File: src/rtl/fetch_ctrl.sv
// Fetch/sequencing controller: fetches at pc_in, hands the word to the datapath, then steps the PC.
// Optional fetch-wait watchdog enabled by defining FETCH_TIMEOUT_EN.
module fetch_ctrl #(
  parameter int TIMEOUT_CYCLES = 16
) (
  input  logic        clk,
  input  logic        rst_n,
  input  logic [15:0] i_pc_in,
  output logic [15:0] o_imem_addr,
  output logic        o_imem_req,
  input  logic        i_imem_ready,
  input  logic [15:0] i_imem_rdata,
  output logic [15:0] o_ir_out,
  output logic        o_ir_valid,
  input  logic        i_exec_done,
  input  logic        i_zero_flag,
  output logic        o_pc_en,
  output logic [1:0]  o_pc_ctrl,
  output logic [7:0]  o_offset_addr,
  output logic        o_halted,
  output logic        o_fault
);

  localparam logic [4:0] OP_HALT = 5'b00001;
  localparam logic [4:0] OP_JMP  = 5'b11000;
  localparam logic [4:0] OP_BZ   = 5'b11001;

  typedef enum logic [2:0] {
    ST_IDLE,
    ST_FETCH,
    ST_DECODE,
    ST_EXEC,
    ST_UPDATE,
    ST_HALT
`ifdef FETCH_TIMEOUT_EN
    , ST_FAULT
`endif
  } state_t;

  state_t      r_state;
  state_t      w_next;
  logic [15:0] r_ir;
  logic [1:0]  r_upd_ctrl;
  logic [1:0]  w_upd;
  logic [4:0]  w_opcode;
  logic        w_tmo_hit;

  if (TIMEOUT_CYCLES < 1) begin : g_bad_timeout
    $error("fetch_ctrl: TIMEOUT_CYCLES must be at least 1");
  end

  assign w_opcode    = r_ir[15:11];
  assign o_imem_addr = i_pc_in;

`ifdef FETCH_TIMEOUT_EN
  localparam int CNT_W = $clog2(TIMEOUT_CYCLES + 1);
  logic [CNT_W-1:0] r_tmo_cnt;

  // Counts consecutive FETCH cycles with no ready; any exit from FETCH clears it.
  always_ff @(posedge clk or negedge rst_n) begin
    if (!rst_n) begin
      r_tmo_cnt <= '0;
    end else if (r_state == ST_FETCH && !i_imem_ready) begin
      r_tmo_cnt <= r_tmo_cnt + CNT_W'(1);
    end else begin
      r_tmo_cnt <= '0;
    end
  end

  assign w_tmo_hit = (r_tmo_cnt == CNT_W'(TIMEOUT_CYCLES - 1));
`else
  assign w_tmo_hit = 1'b0;
`endif

  always_comb begin
    w_upd = 2'b01;
    if (w_opcode == OP_JMP) begin
      w_upd = 2'b10;
    end else if (w_opcode == OP_BZ && i_zero_flag) begin
      w_upd = 2'b10;
    end
  end

  always_ff @(posedge clk or negedge rst_n) begin
    if (!rst_n) begin
      r_state    <= ST_IDLE;
      r_ir       <= '0;
      r_upd_ctrl <= 2'b00;
    end else begin
      r_state <= w_next;
      if (r_state == ST_FETCH && i_imem_ready) begin
        r_ir <= i_imem_rdata;
      end
      if (r_state == ST_EXEC && i_exec_done) begin
        r_upd_ctrl <= w_upd;
      end
    end
  end

  always_comb begin
    w_next     = r_state;
    o_imem_req = 1'b0;
    o_ir_valid = 1'b0;
    o_pc_en    = 1'b0;
    o_pc_ctrl  = 2'b00;
    o_halted   = 1'b0;
    o_fault    = 1'b0;
    o_ir_out   = r_ir;
    case (r_state)
      ST_IDLE: w_next = ST_FETCH;
      ST_FETCH: begin
        o_imem_req = 1'b1;
        if (i_imem_ready) begin
          w_next = ST_DECODE;
        end else if (w_tmo_hit) begin
`ifdef FETCH_TIMEOUT_EN
          w_next = ST_FAULT;
`endif
        end
      end
      ST_DECODE: w_next = (w_opcode == OP_HALT) ? ST_HALT : ST_EXEC;
      ST_EXEC: begin
        o_ir_valid = 1'b1;
        if (i_exec_done) begin
          w_next = ST_UPDATE;
        end
      end
      ST_UPDATE: begin
        o_pc_en   = 1'b1;
        o_pc_ctrl = r_upd_ctrl;
        w_next    = ST_FETCH;
      end
      ST_HALT: o_halted = 1'b1;
`ifdef FETCH_TIMEOUT_EN
      // A faulted controller presents nothing but the fault flag.
      ST_FAULT: begin
        o_fault  = 1'b1;
        o_ir_out = '0;
      end
`endif
      default: w_next = ST_IDLE;
    endcase
  end

  assign o_offset_addr = o_ir_out[7:0];

endmodule

File: config.mk
export PLATFORM = sky130hd
export DESIGN_NAME = fetch_ctrl
export DESIGN_NICKNAME = d
export VERILOG_FILES = /design/src/rtl/fetch_ctrl.sv
export SDC_FILE = /design/constraint.sdc
export NUM_CORES = 1
export LEC_CHECK = 0
export CORE_MARGIN = 5
export CORE_UTILIZATION = 34
export DETAILED_ROUTE_END_ITERATION = 8
export GPL_TIMING_DRIVEN = 0
export HOLD_SLACK_MARGIN = 0.06
export PLACE_DENSITY_LB_ADDON = 0.1
export SYNTH_ARGS = -nofsm -noshare
export SYNTH_HDL_FRONTEND = slang
export SYNTH_SLANG_ARGS = --single-unit
File: constraint.sdc
create_clock -name clk -period 1.8 [get_ports clk]
set_clock_uncertainty 0.1 [all_clocks]
set_input_delay 0.18 -clock clk [delete_from_list [all_inputs] [get_ports clk]]
set_output_delay 0.18 -clock clk [all_outputs]
set_load 0.05 [all_outputs]
==> results of run 1 <==
## worst reg2reg max path, cell delays in order, from the launching register on
cell,delay [ns]
dfrtp_1,0.39
buf_6,0.14
nor4bb_4,0.29
buf_6,0.19
buf_12,0.15
mux2_4,0.30
## flip-flops by register name (all words and copies together), names as in the netlist
signal / flops
r_upd_ctrl: 2
r_state: 3
o_ir_out: 16
## layer usage
metal	up-vias	track usage	routed length [µm]	share of wire
met3	2	0.0411	341	0.12
met1	418	0.145	994	0.36
met2	50	0.224	1450	0.52
li1	425	-	-	-
met5	-	0	0	0
met4	0	0.0447	13	0.0047
## report_power, final
group	switching (mW)	total, mW	leakage, nW	internal [mW]
Combinational	0.0989	0.192	0.772	0.0936
Sequential	0	0.472	0.278	0.472
Clock	0.138	0.224	0.0150	0.0863
Total	0.237	0.888	1.06	0.651
## worst paths after layout
path	endpoint	start	cells past startpoint
max in group asynchronous	r_state[2]	rst_n	1
worst max register to register	o_ir_out[9]	r_state[1]	5
worst min-delay path	o_ir_out[8]	rst_n	1
min in group clk	o_ir_out[11]	i_imem_rdata[11]	3
worst min register to register	r_upd_ctrl[1]	r_upd_ctrl[1]	2
worst max-delay path	o_pc_ctrl[1]	r_state[0]	4
## metrics by stage
| step | instances | power, mW | worst slack [ns] | setup TNS, ns | hold WS [ns] |
|---|---|---|---|---|---|
| after floorplan | 93 | 0.587 | -0.0354 | -0.0354 | -0.216 |
| after global placement | 205 | 0.673 | -0.198 | -0.592 | 0.359 |
| after detailed placement | 205 | 0.675 | -0.206 | -0.772 | 0.382 |
| after CTS | 209 | 0.903 | 0.000681 | 0 | 0.315 |
| after global routing | 209 | 0.932 | 0.00778 | 0 | 0.326 |
| final | 209 | 0.888 | 0.112 | 0 | 0.282 |
## repair_timing
| action | CTS | global route |
|---|---|---|
| setup buffers | 0 | 0 |
| endpoints found under the setup margin | 22 | 12 |
| resized for setup | 38 | 15 |
## logic make-up (layout without fill, tap and decap cells)
group / after synthesis / in the layout / synth area share
AO/OA/AOI/OAI: 6 / 6 / 0.0317
other: 1 / 1 / 0.00328
multiplexers: 16 / 16 / 0.181
buffers and inverters: 30 / 100 / 0.209
flip-flops: 21 / 21 / 0.460
AND/OR/NAND/NOR: 19 / 19 / 0.116
## cell usage after synthesis
master     number  area share
buf_4          25        0.16
dfrtp_1        21        0.46
mux2_2          9       0.089
mux2_4          7       0.092
nand2_1         5       0.016
nor2_1          3      0.0098
a21oi_1         2      0.0088
and2_1          2       0.011
buf_6           2       0.020
nand4b_1        2       0.015
nor3b_1         2       0.013
o21ai_0         2      0.0088
a211oi_1        1      0.0066
and3b_2         1      0.0088
buf_12          1       0.018
buf_2           1      0.0044
conb_1          1      0.0033
inv_1           1      0.0033
nand2b_1        1      0.0055
nand3b_1        1      0.0066
nor4b_1         1      0.0077
nor4bb_4        1       0.022
o2111ai_1       1      0.0077
## layout make-up
cell class,count,area share
multi-input cells,42,0.209
flip-flops and latches,21,0.278
inverters,1,0.00198
repair buffers,66,0.342
plain buffers,29,0.124
clock buffers,4,0.0139
well taps,46,0.0304
==> flow_summary.json, run 1 <==
{
  "status": "complete, no violations",
  "crit_buf_inv": 2,
  "synth_area_um2": 1140,
  "critical_path.max_stage_delay_ns": 0.37,
  "track_usage": 0.128,
  "drv_slew": 0,
  "crit_path_end_kind": "output port",
  "drt_iter0_markers": 8,
  "fmax_mhz": 592,
  "rows": 21,
  "min_period_over_period": 0.938,
  "tightestPinTransition_ns": 0.913,
  "p_leak_nw": 1.06,
  "hp-class": "input pin to async pin",
  "final-seq-area_um2": 527,
  "ctsLongestPathBuffers": 2,
  "core_um2": 3280,
  "vias": 895,
  "wire_per_inst_um": 13.4,
  "clk_latency_ns": 0.30,
  "final_cell_mix": "clkdlybuf4s50_1 (36), buf_4 (27), dfrtp_1 (20)",
  "numCtsBuffers": 3,
  "ys_warn_count": 0,
  "wl_mm": 2.80,
  "fin_nets": 201,
  "ir_drop_mv": 0.270,
  "drt-vias-per-instance": 4.28,
  "avgSynthCellArea_um2": 12.3,
  "path_delay_family": "simple AND/OR/NAND/NOR gates",
  "critPathMaxFanout": 9,
  "io_pins": 84,
  "dr.pass1.iters": 4,
  "cp.arrival_ns": 1.41,
  "synth_cell_type_count": 23,
  "grt_antenna_before_repair": 0,
  "finish.instance_area_um2": 1890,
  "synth_seq_area_share": 0.460,
  "final_common_cell": "clkdlybuf4s50_1",
  "fin_crit_ns": 1.69,
  "multi_input_area_um2": 397,
  "start_util": 0.348,
  "fill_cells": 303,
  "diodes": 0,
  "rsz0062_at_grt": "no",
  "io_buffers": 66,
  "grt.overflow.total": 0,
  "final_util": 0.577,
  "r2r_slack_ns": 0.14,
  "drive_above_1_share": 0.368,
  "ys_seq_elements": 21,
  "synth_cells": 93,
  "hold_violations": 0,
  "syn_to_final_growth_pct": 65.6,
  "start_kind": "register",
  "clock_sinks": 21,
  "ant_nets": 0,
  "grt_max_degree": 22,
  "setup_viol": 0,
  "grt_pass1_vias": 942,
  "grt_pass1_wl_mm": 4.36,
  "die-area_um2": 4620,
  "die_h_um": 68.0,
  "cts_tree": "done",
  "max_slew_margin": 0.389,
  "cp_cell_sequence": "buf_2 > nor3b_4 > and2_2 > buf_4",
  "path_clk_slew_ns": 0.11,
  "drc": 0,
  "dpl-instance-area_um2": 1880,
  "clock-root-buffer": "clkbuf_4",
  "crit_type": "register to output port",
  "htree_levels": 1,
  "maxCapViolations": 0,
  "hpwl_mm": 2.28,
  "slowest_stage": "dfrtp_1",
  "pwr_density_cell_nw_per_um2": 469,
  "syn_nets": 130,
  "cts_hold_buf": 0,
  "place.gp.congestion": 0.689,
  "critical_path_required_ns": 1.52,
  "die_x_um": 68.0
}
Power figures use the tool's default switching activity.
==> run 2, diff against run 1 <==
- CAP_MARGIN: not set -> 20
==> results of run 2 <==
The final DEF is identical to that of run 1; final timing and power are the same.
==> run 3, diff against run 2 <==
- GPL_TIMING_DRIVEN: 0 -> not set
- SKIP_CTS_REPAIR_TIMING: not set -> 1
==> run 3 against run 2 <==
Compared with the run above:
- sequential cell count stayed put
- sequential power hardly changed
- core utilization is 8.5 points lower
- maximum frequency is 0.29% lower
- combinational power is 67% lower
- largest power group unchanged
- non-clock buffer count is 37 lower
==> flow_summary.json, run 3 (same netlist as run 1, synthesis figures left out) <==
{
  "status": "complete, no violations",
  "syn_to_final_growth_pct": 41.1,
  "clock-root-buffer": "clkbuf_4",
  "max_slew_margin": 0.655,
  "fin_nets": 164,
  "start_util": 0.348,
  "hold_ws_ns": 0.106,
  "tightestPinTransition_ns": 0.516,
  "critPathMaxFanout": 9,
  "drive_above_1_share": 0.452,
  "rows": 21,
  "grt.overflow.total": 0,
  "min_period_over_period": 0.941,
  "p_leak_nw": 0.857,
  "fin_crit_ns": 1.69,
  "critical_path_required_ns": 1.52,
  "dr.pass1.iters": 4,
  "drc": 0,
  "crit_path_end_kind": "output port",
  "fin_ws_ns": 0.107,
  "multi_input_area_um2": 397,
  "hold_violations": 0,
  "final_common_cell": "buf_4",
  "final_cell_mix": "buf_4 (25), dfrtp_1 (21), clkdlybuf4s50_1 (20)",
  "die_h_um": 68.0,
  "ir_drop_mv": 0.284,
  "maxCapViolations": 0,
  "clk_latency_ns": 0.30,
  "htree_levels": 1,
  "drt_iter0_markers": 18,
  "track_usage": 0.110,
  "drv_slew": 0,
  "core_um2": 3280,
  "numCtsBuffers": 3,
  "grt_pass1_vias": 823,
  "final_util": 0.491,
  "final-seq-area_um2": 526,
  "fin_setup_tns_ns": 0,
  "ant_nets": 0,
  "wl_mm": 2.33,
  "io_pins": 84,
  "path_clk_slew_ns": 0.12,
  "grt_max_degree": 22,
  "r2r_slack_ns": 0.18,
  "start_kind": "register",
  "clock_sinks": 21,
  "largest_register_ffs": 16,
  "setup_viol": 0,
  "die_x_um": 68.0,
  "hp-class": "input pin to async pin",
  "fmax_mhz": 591,
  "drt-vias-per-instance": 4.31,
  "crit_type": "register to output port",
  "grt_antenna_before_repair": 0,
  "fill_cells": 306,
  "io_buffers": 50,
  "pwr_density_cell_nw_per_um2": 471,
  "worst_r2r_path_depth": 4,
  "dp_slack_ns": 0.0184,
  "grt_pass1_wl_mm": 3.81,
  "cts_tree": "done",
  "finalPower_mw": 0.761,
  "place.gp.congestion": 0.694,
  "r2r_end": "o_ir_out[5]",
  "diodes": 0,
  "rsz0062_at_grt": "no",
  "hpwl_mm": 1.78,
  "r2r-start": "r_state[1]",
  "cp.arrival_ns": 1.41,
  "ctsLongestPathBuffers": 2,
  "wire_per_inst_um": 13.5,
  "die-area_um2": 4620,
  "vias": 742
}
run 3: cell types whose count changed in the layout (fill, tap and decap cells not counted), moves of 2 or more:
cell,previous run,this run
buf_6,2,0
clkdlybuf4s15_2,2,0
dlygate4sd2_1,16,0
buf_2,2,0
buf_12,1,7
buf_4,27,25
clkdlybuf4s50_1,36,20
dlymetal6s2s_1,8,6
run 3: how the worst max path moves through the flow:
stage,end,from,slack [ns],cells past startpoint
2_1_floorplan,o_pc_ctrl[0],r_state[2],-0.04,2
3_3_place_gp,o_ir_out[2],i_imem_ready,0.04,4
3_5_place_dp,o_ir_out[5],i_imem_ready,0.02,4
4_1_cts,o_pc_ctrl[0],r_state[1],-0.03,4
5_1_grt,o_pc_ctrl[0],r_state[1],0.005,4
6_report,o_pc_ctrl[0],r_state[1],0.11,4
run 3: critical path, stage by stage (launching register included):
cell	delay, ns
dfrtp_1	0.40
buf_4	0.17
nor3b_4	0.20
and2_1	0.20
buf_12	0.14
run 3: layout make-up:
type | count | area share
timing repair buffer | 58 | 0.374
multi-input combinational | 42 | 0.246
inverter | 1 | 0.00233
clock inverter | 1 | 0.00310
sequential | 21 | 0.326
clock buffer | 3 | 0.0140
tap | 46 | 0.0357
run 3: layer usage:
layer / part of all wire / global-route usage / vias to the layer above
met5: 0 / 0 / -
met4: 0.0073 / 0.0323 / 0
met3: 0.10 / 0.0460 / 2
met2: 0.49 / 0.176 / 28
met1: 0.40 / 0.136 / 360
li1: - / - / 352
run 3: report_power, final:
group | total [mW] | internal, mW | switching, mW | leakage (nW)
Combinational | 0.0629 | 0.0418 | 0.0211 | 0.562
Sequential | 0.472 | 0.472 | 0 | 0.278
Clock | 0.226 | 0.0827 | 0.143 | 0.0177
run 3: metrics by stage:
step	instances	instance area (µm²)
finish	172	1610
global route	172	1610
floorplan	93	1160
detailed placement	165	1550
global placement	165	1550
CTS	169	1580
